===== src/rtl/uart_pkg.sv =====
// Shared UART definitions: byte width, default receive FIFO depth and byte type.
package uart_pkg;
  localparam int unsigned UART_DATA_WIDTH = 8;
  localparam int unsigned UART_FIFO_DEPTH = 16;

  typedef logic [UART_DATA_WIDTH-1:0] uart_byte_t;
endpackage


===== src/rtl/uart_rx_fifo_if.sv =====
// Consumer-side valid/ready read port of the receive FIFO.
interface uart_rx_fifo_if
  import uart_pkg::*;
#(
  parameter int unsigned DATA_WIDTH = UART_DATA_WIDTH
);
  logic                  o_Rd_Valid;
  logic [DATA_WIDTH-1:0] o_Rd_Byte;
  logic                  i_Rd_Ready;

  modport master (output o_Rd_Valid, output o_Rd_Byte, input i_Rd_Ready);
  modport slave  (input o_Rd_Valid, input o_Rd_Byte, output i_Rd_Ready);
endinterface


===== src/rtl/uart_pulse_sync.sv =====
// Synchronizes a slow strobe into the clk domain and emits a one-cycle pulse
// on each rising edge of it.
module uart_pulse_sync #(
  parameter int unsigned SYNC_STAGES = 2
) (
  input  logic clk,
  input  logic reset,
  input  logic din,
  output logic pulse
);
  logic [SYNC_STAGES-1:0] sync_q;
  logic                   prev_q;

  always_ff @(posedge clk or posedge reset) begin
    if (reset) begin
      sync_q <= '0;
      prev_q <= 1'b0;
    end else begin
      sync_q <= {sync_q[SYNC_STAGES-2:0], din};
      prev_q <= sync_q[SYNC_STAGES-1];
    end
  end

  assign pulse = sync_q[SYNC_STAGES-1] & ~prev_q;
endmodule


===== src/rtl/uart_rx_fifo.sv =====
// Receive byte FIFO: captures each synchronized done strobe's byte and serves
// it show-ahead on a valid/ready port, with a sticky overflow flag.
module uart_rx_fifo
  import uart_pkg::*;
#(
  parameter int unsigned DEPTH       = UART_FIFO_DEPTH,
  parameter int unsigned DATA_WIDTH  = UART_DATA_WIDTH,
  parameter int unsigned SYNC_STAGES = 2
) (
  input  logic                     clk,
  input  logic                     reset,
  input  logic                     i_Rx_Done,
  input  logic [DATA_WIDTH-1:0]    i_Rx_Byte,
  uart_rx_fifo_if.master           rd_if,
  output logic [$clog2(DEPTH):0]   o_Count,
  output logic                     o_Full,
  output logic                     o_Empty,
  output logic                     o_Overflow,
  input  logic                     i_Clear_Overflow
);
  localparam int unsigned AW = $clog2(DEPTH);

  logic [AW:0]           wr_ptr;
  logic [AW:0]           rd_ptr;
  logic [DATA_WIDTH-1:0] mem [DEPTH];
  logic                  push;
  logic                  do_push;
  logic                  do_pop;
  logic                  drop;

  uart_pulse_sync #(.SYNC_STAGES(SYNC_STAGES)) u_done_sync (
    .clk   (clk),
    .reset (reset),
    .din   (i_Rx_Done),
    .pulse (push)
  );

  // Extra pointer MSB distinguishes full from empty when the low bits match.
  assign o_Empty = (wr_ptr == rd_ptr);
  assign o_Full  = (wr_ptr[AW] != rd_ptr[AW]) && (wr_ptr[AW-1:0] == rd_ptr[AW-1:0]);
  assign o_Count = wr_ptr - rd_ptr;

  assign do_pop  = ~o_Empty & rd_if.i_Rd_Ready;
  assign do_push = push & (~o_Full | do_pop);
  assign drop    = push & o_Full & ~do_pop;

  assign rd_if.o_Rd_Valid = ~o_Empty;
  assign rd_if.o_Rd_Byte  = mem[rd_ptr[AW-1:0]];

  always_ff @(posedge clk or posedge reset) begin
    if (reset) begin
      wr_ptr     <= '0;
      rd_ptr     <= '0;
      o_Overflow <= 1'b0;
    end else begin
      if (do_push) wr_ptr <= wr_ptr + 1'b1;
      if (do_pop)  rd_ptr <= rd_ptr + 1'b1;
      if (drop)
        o_Overflow <= 1'b1;
      else if (i_Clear_Overflow)
        o_Overflow <= 1'b0;
    end
  end

  // Storage has no reset so it stays a plain register array.
  always_ff @(posedge clk) begin
    if (do_push) mem[wr_ptr[AW-1:0]] <= i_Rx_Byte;
  end
endmodule


===== src/flat_wrapper.sv =====
// flat-port wrapper written by rule: the top's interface ports become plain ports
module uart_rx_fifo_flat import uart_pkg::*;
#(
  parameter int unsigned DEPTH       = UART_FIFO_DEPTH,
  parameter int unsigned DATA_WIDTH  = UART_DATA_WIDTH,
  parameter int unsigned SYNC_STAGES = 2
)
  (clk, reset, i_Rx_Done, i_Rx_Byte, o_Count, o_Full, o_Empty, o_Overflow, i_Clear_Overflow, rd_if_o_Rd_Valid, rd_if_o_Rd_Byte, rd_if_i_Rd_Ready);
  uart_rx_fifo_if #(.DATA_WIDTH(DATA_WIDTH)) rd_if_i ();
  input  logic clk;
  input  logic reset;
  input  logic i_Rx_Done;
  input  logic [DATA_WIDTH-1:0] i_Rx_Byte;
  output logic [$clog2(DEPTH):0] o_Count;
  output logic o_Full;
  output logic o_Empty;
  output logic o_Overflow;
  input  logic i_Clear_Overflow;
  output wire logic [$bits(rd_if_i.o_Rd_Valid)-1:0] rd_if_o_Rd_Valid;
  output wire logic [$bits(rd_if_i.o_Rd_Byte)-1:0] rd_if_o_Rd_Byte;
  input wire logic [$bits(rd_if_i.i_Rd_Ready)-1:0] rd_if_i_Rd_Ready;
  assign rd_if_o_Rd_Valid = rd_if_i.o_Rd_Valid;
  assign rd_if_o_Rd_Byte = rd_if_i.o_Rd_Byte;
  assign rd_if_i.i_Rd_Ready = rd_if_i_Rd_Ready;
  uart_rx_fifo #(.DEPTH(DEPTH), .DATA_WIDTH(DATA_WIDTH), .SYNC_STAGES(SYNC_STAGES)) u_core (.clk(clk), .reset(reset), .i_Rx_Done(i_Rx_Done), .i_Rx_Byte(i_Rx_Byte), .rd_if(rd_if_i), .o_Count(o_Count), .o_Full(o_Full), .o_Empty(o_Empty), .o_Overflow(o_Overflow), .i_Clear_Overflow(i_Clear_Overflow));
endmodule

===== config.mk =====
export PLATFORM = sky130hd
export DESIGN_NAME = uart_rx_fifo_flat
export DESIGN_NICKNAME = d
export VERILOG_FILES = /design/src/rtl/uart_pkg.sv /design/src/rtl/uart_rx_fifo_if.sv /design/src/rtl/uart_pulse_sync.sv /design/src/rtl/uart_rx_fifo.sv /design/src/flat_wrapper.sv
export SDC_FILE = /design/constraint.sdc
export NUM_CORES = 1
export LEC_CHECK = 0
export CORE_MARGIN = 2
export CORE_UTILIZATION = 41
export CTS_BUF_LIST = sky130_fd_sc_hd__clkbuf_4
export DETAILED_ROUTE_END_ITERATION = 7
export PLACE_DENSITY = 0.67
export SLEW_MARGIN = 5
export SYNTH_ARGS = -nofsm -noshare
export SYNTH_HDL_FRONTEND = slang
export SYNTH_HIERARCHICAL = 1
export SYNTH_SLANG_ARGS = --single-unit

===== constraint.sdc =====
create_clock -name clk -period 3 [get_ports clk]
set_clock_uncertainty 0.1 [all_clocks]
set_input_delay 0.6 -clock clk [delete_from_list [all_inputs] [get_ports clk]]
set_output_delay 0.6 -clock clk [all_outputs]
set_load 0.01 [all_outputs]

==> results_dict.tcl, run 1 <==
set metrics [dict create \
    status "finished, violations left" \
    violations "setup timing" \
    grt_max_degree 27 \
    insertion_delay_ns 0.52 \
    synth_top_area_share 0.6587 \
    syn_to_final_growth_pct 17.30 \
    use_met1 0.2186 \
    cts_root_buffer "clkbuf_4" \
    cts_tree "yes" \
    regToRegSetupSlack_ns 0.56 \
    cts_hold_buffers 0 \
    fmax_ghz 0.3316 \
    num_io_pins 30 \
    row_count 43 \
    crit_start "u_core/rd_ptr[0]" \
    slew_headroom 0.6199 \
    via_count 3024 \
    die_width_microns 123.3 \
    period_share 1.005 \
    finalNetCount 398 \
    synth_top_flop_cell "edfxtp_1" \
    rsz0062_at_grt "true" \
    start_util 0.4204 \
    hold_viol 0 \
    synth_common_cells "edfxtp_1 (128), mux2i_1 (24), mux4_1 (16)" \
    yosys-top-cells-area "edfxtp_1 (66%), mux4_1 (7.2%), dfrtp_1 (6.0%), mux2i_1 (4.1%), mux4_2 (3.1%)" \
    critPathLaunchType "flop" \
    postSynthAreaPerCell_sq_um 18.89 \
    detail-route-antenna-nets 0 \
    use_met3 0.04336 \
    r2r-end "u_core/mem[15][7]" \
    critPathRequiredTime_ns 2.30 \
    synth_area_sq_mm 0.005836 \
    first_iter_violations 163 \
    wl_mm 11.27 \
    worst_slew_pin_slew_ns 0.5684 \
    r2r_start "u_core/rd_ptr[0]" \
    core_sq_mm 0.01388 \
    layout_setup_ws_ns -0.01556 \
    yosysMostFrequentCell "edfxtp_1" \
    synth.distinct_cells 37 \
    cp.arrival_ns 2.32 \
    leakagePower_uw 0.002385 \
    yosysSeqAreaShare 0.7187 \
    gp_congestion 0.8686 \
    cts_sinks 142 \
    synth_nets 332 \
    worst-setup-path-type "reg2out" \
    viasPerCell 5.315 \
    clk_pin_slew_worst_paths_ns 0.13 \
    antenna_found_initial 1 \
    grtUsageMet2 0.2514 \
    grt_remaining_overflow 0 \
    ys_ff_latch 142 \
    grt_pass1_wl_mm 17.62 \
    drv_cap 0 \
    yosys_warnings 6 \
    clockBufferDepth 2 \
    hpwlAfterDp_mm 7.094 \
    die_h_microns 123.3 \
    endpoint_kind "output pin" \
    hold_class "in2async" \
    critPathMaxFanout 6 \
    first_pass_iters 5 \
    grt_pass1_vias 3059 \
    dpl.cell_count 528 \
    cts_buffers 17 \
    htree_levels 4 \
    routedWlPerCell_microns 19.80 \
    p_per_area_mw_per_mm2 922.7 \
    dieArea_sq_mm 0.01520 \
    async_flop_share 0.09859 \
    min_period_ns 3.016 \
    layout-drive-gt1-share 0.2938 \
    drv_slew 0 \
    cp-endpoint "rd_if_o_Rd_Byte[6]" \
    io_buffers 29 \
    ir_worst_vdd_v 0.0003099 \
    synth_area_leader_cell "edfxtp_1" \
    final_cells 569 \
    synth_edf_count 128 \
    grt_usage 0.1614 \
    syn_inst 309 \
    rr_worst_depth 6 \
    busiest_layer "met2" \
    setup_viol 3 \
    fin_setup_tns_ns -0.03120 \
    drc 0 \
]
[per-stage QoR]
step | total power [uW] | cell area (sq um) | worst slack, ns | util | hold WS, ns
floorplan | 3963 | 5836 | 0.2040 | - | 0.2312
finish | 6316 | 6845 | -0.01556 | 0.4931 | 0.1420
detailed placement | 4904 | 6454 | 0.1376 | 0.4649 | 0.2355
global route | 6664 | 6845 | -0.1379 | 0.4931 | 0.1413
global placement | 4867 | 6454 | 0.1515 | 0.4649 | 0.2402
CTS | 6325 | 6860 | -0.04164 | 0.4942 | 0.1141
[cell families (layout without fill, tap and decap cells)]
logic type,after synthesis,in the layout,share of synthesized area
flip-flops,142,142,0.7187
adder cells (fa/ha/maj),10,10,0.02273
AND/OR/NAND/NOR,38,38,0.03302
other,0,1,0
buffers and inverters,26,105,0.02337
AO/OA/AOI/OAI,33,33,0.03881
XOR/XNOR,12,12,0.01930
multiplexers,48,48,0.1441
[cell usage in the layout (no fill, tap or decap), types with 2 or more instances in the layout]
master / instances
xor2_1: 2
dlygate4sd2_1: 5
mux4_2: 24
buf_12: 4
clkinv_4: 2
o21ai_0: 3
buf_2: 9
dfrtp_1: 9
clkdlybuf4s50_1: 14
nor2_1: 13
clkbuf_4: 17
buf_16: 3
ha_1: 9
nand4_1: 4
xnor2_1: 9
inv_6: 5
edfxtp_1: 128
inv_1: 11
nand2b_1: 2
buf_4: 25
clkinvlp_4: 2
dfrtp_2: 5
nand2_1: 8
a32oi_2: 2
bufinv_16: 2
mux2i_1: 24
inv_8: 3
a22oi_1: 6
o21ai_1: 7
nor3_1: 4
a32oi_1: 6
a22oi_2: 2
a21o_1: 2
[sequential cells by signal, indices dropped and copies added (netlist names)]
name and flops:
u_core/o_Overflow 1, u_core/wr_ptr 5, u_core/mem 128, u_core/u_done_sync/prev_q 1, u_core/rd_ptr 5, u_core/u_done_sync/sync_q 2
[final cells by class]
cell class / instances / area, sq um
Multi-Input combinational cell: 141 / 1480
Sequential cell: 142 / 4200
Inverter: 12 / 45.04
Fill cell: 1168 / 7036
Tap cell: 180 / 225.2
Clock inverter: 15 / 175.2
Antenna cell: 1 / 2.502
Clock buffer: 17 / 127.6
Timing Repair Buffer: 61 / 589.3
[what timing repair did]
item,CTS,global route
buffers inserted,6,0
pin swaps,10,4
gates cloned,3,0
resized for setup,64,9
endpoints found under the setup margin,15,10
[critical path, cell delays in order, from the launching register on]
cell and delay, ns:
dfrtp_2 0.43, buf_12 0.12, buf_12 0.11, buf_12 0.13
mux4_2 0.52, a32oi_2 0.22, o21ai_2 0.11, buf_2 0.15
[per-layer routing]
| layer | part of all wire | routed length, microns |
|---|---|---|
| met1 | 0.46 | 5160 |
| met5 | 0 | 0 |
| met4 | 0.017 | 193 |
| met3 | 0.032 | 355 |
| met2 | 0.49 | 5559 |
[report_power, final]
| group | switching (uW) | internal (uW) |
|---|---|---|
| Clock | 738 | 524 |
| Sequential | 111 | 2320 |
| Combinational | 1330 | 1290 |
| Total | 2180 | 4130 |
[how the worst min path moves through the flow]
stage,slack [ns],end,cells past startpoint,startpoint
after floorplan,0.23,u_core/u_done_sync/sync_q[1],0,u_core/u_done_sync/sync_q[0]
after global placement,0.24,u_core/u_done_sync/sync_q[1],0,u_core/u_done_sync/sync_q[0]
after detailed placement,0.24,u_core/u_done_sync/sync_q[1],0,u_core/u_done_sync/sync_q[0]
after CTS,0.11,u_core/u_done_sync/sync_q[1],2,reset
after global routing,0.14,u_core/u_done_sync/sync_q[0],2,reset
final,0.14,u_core/u_done_sync/sync_q[1],2,reset
Note: power is estimated with default switching activity, not from simulation.
==> run 2: changes to the inputs <==
- CTS_CLUSTER_SIZE: default -> 14
==> results of run 2 <==
No change in the layout: final DEF, timing and power equal those of run 1.
==> edit, RTL diff (flow settings as in run 2) <==
`UART_FIFO_DEPTH`: 16 -> 8.
--- a/src/rtl/uart_pkg.sv
+++ b/src/rtl/uart_pkg.sv
@@ -2,5 +2,5 @@
 package uart_pkg;
   localparam int unsigned UART_DATA_WIDTH = 8;
-  localparam int unsigned UART_FIFO_DEPTH = 16;
+  localparam int unsigned UART_FIFO_DEPTH = 8;
 
   typedef logic [UART_DATA_WIDTH-1:0] uart_byte_t;
Ports: changed (resized o_Count); port bits go from 30 to 29. No check against the original RTL was run, so the function may have changed too.
==> edit against run 2 <==
Wire length shrank 50%. Worst setup slack better by 140 ps. Critical path depth is 2 lower. Synthesized cell count is 42% lower. Cell count shrank 41%. Sequential cell count fell by 66. Final area shrank 44%. Power fell by 42%. Synthesized area fell by 47%. Critical endpoint unchanged. Largest power group unchanged. Highest routed layer unchanged.
==> edit: results (changes against run 2) <==
| Metric | Value |
|---|---|
| Outcome | finished, final reports clean (was finished, violations left) |
| Synthesized area per cell | 17.5 um2 (was 18.9 um2) |
| R2r startpoint | u_core/wr_ptr[1]$_DFFE_PP0P_ (was u_core/rd_ptr[0]$_DFFE_PP0P_) |
| Multi-input gate area | 836 um2 (was 0.00148 mm2) |
| Synth Area in Adders | 2.65% (was 2.27%) |
| Share of the core filled with cells | 52.0% (was 49.3%) |
| Port bufs | 28 (was 29) |
| 1st-pass router iterations | 4 (was 5) |
| Worst skew pair latency | 410 ps (was 520 ps) |
| H-tree depth | 3 (was 4) |
| Area fraction in compound gates after synthesis | 0.962% (was 3.88%) |
| Non-clk bufs | 45 (was 61) |
| CP max stage delay | 500 ps (was 520 ps) |
| Buffering overhead | 11.5% (was 8.61%) |
| DP Area | 0.00359 mm2 (was 0.00645 mm2) |
| Fillers | 604 (was 1168) |
| Post-Route WL | 5660 um (was 11300 um) |
| Met2 Usage GRT | 22.3% (was 25.1%) |
| RD Place Congestion | 0.783 (was 0.869) |
| Dominant cells by area after synthesis | edfxtp_1, mux4_2, dfrtp_1, nand2_1, ha_1 (was edfxtp_1, mux4_1, dfrtp_1, mux2i_1, mux4_2) |
| Antenna cells | 0 (was 1) |
| Register area | 0.00223 mm2 (was 0.00420 mm2) |
| GR Util met1 | 19.6% (was 21.9%) |
| HPWL after DPL | 3540 um (was 7090 um) |
| Vias/cell | 4.94 (was 5.31) |
| Global-route wire length before repair | 8810 um (was 17600 um) |
| Placed cells | 311 (was 528) |
| Fin cells | 333 (was 569) |
| Post_cts resized | 4 (was 64) |
| Yosys reg bits | 76 (was 142) |
| Clock buf/inv share | 3.87% (was 4.42%) |
| Slew headroom | 33.3% (was 62.0%) |
| Number of flip-flops in the largest register | 64 (was 128) |
| Met3 wire length | 285 um (was 355 um) |
| Max VDD drop | 0.568 mV (was 0.310 mV) |
| Distinct cell type count after synthesis | 32 (was 37) |
| Met3 Usage GRT | 3.73% (was 4.34%) |
| Mux contribution to synthesized area | 12.4% (was 14.4%) |
| Share of cells above drive strength 1 | 26.9% (was 29.4%) |
| Count of multi-input gates | 86 (was 141) |
## edit: cell count changes after synthesis, moves of 7 or more
cell	before	now
mux4_1	16	0
nor2_1	13	3
o21ai_1	8	1
mux4_2	8	16
edfxtp_1	128	64
mux2i_1	24	0
a32oi_1	8	0
a22oi_1	8	0
nand2_1	8	28
## edit: power by group through the flow
stage	Clock (uW)	Combinational [uW]	Sequential, uW
floorplan	0	958	1370
global route	696	1830	1380
detailed placement	0	1620	1390
CTS	653	1620	1370
finish	630	1690	1360
global placement	0	1600	1380
## edit: final timing paths
path,endpoint,slack [ps],cells past startpoint
max in group asynchronous,u_core/rd_ptr[0]$_DFFE_PP0P_,2120,2
min,u_core/u_done_sync/prev_q$_DFF_PP0_,270,2
max reg2reg,u_core/mem[7][6]$_DFFE_PP_,690,4
min in group clk,u_core/u_done_sync/sync_q[1]$_DFF_PP0_,270,0
min reg2reg,u_core/u_done_sync/sync_q[1]$_DFF_PP0_,270,0
max,rd_if_o_Rd_Byte[6],120,5
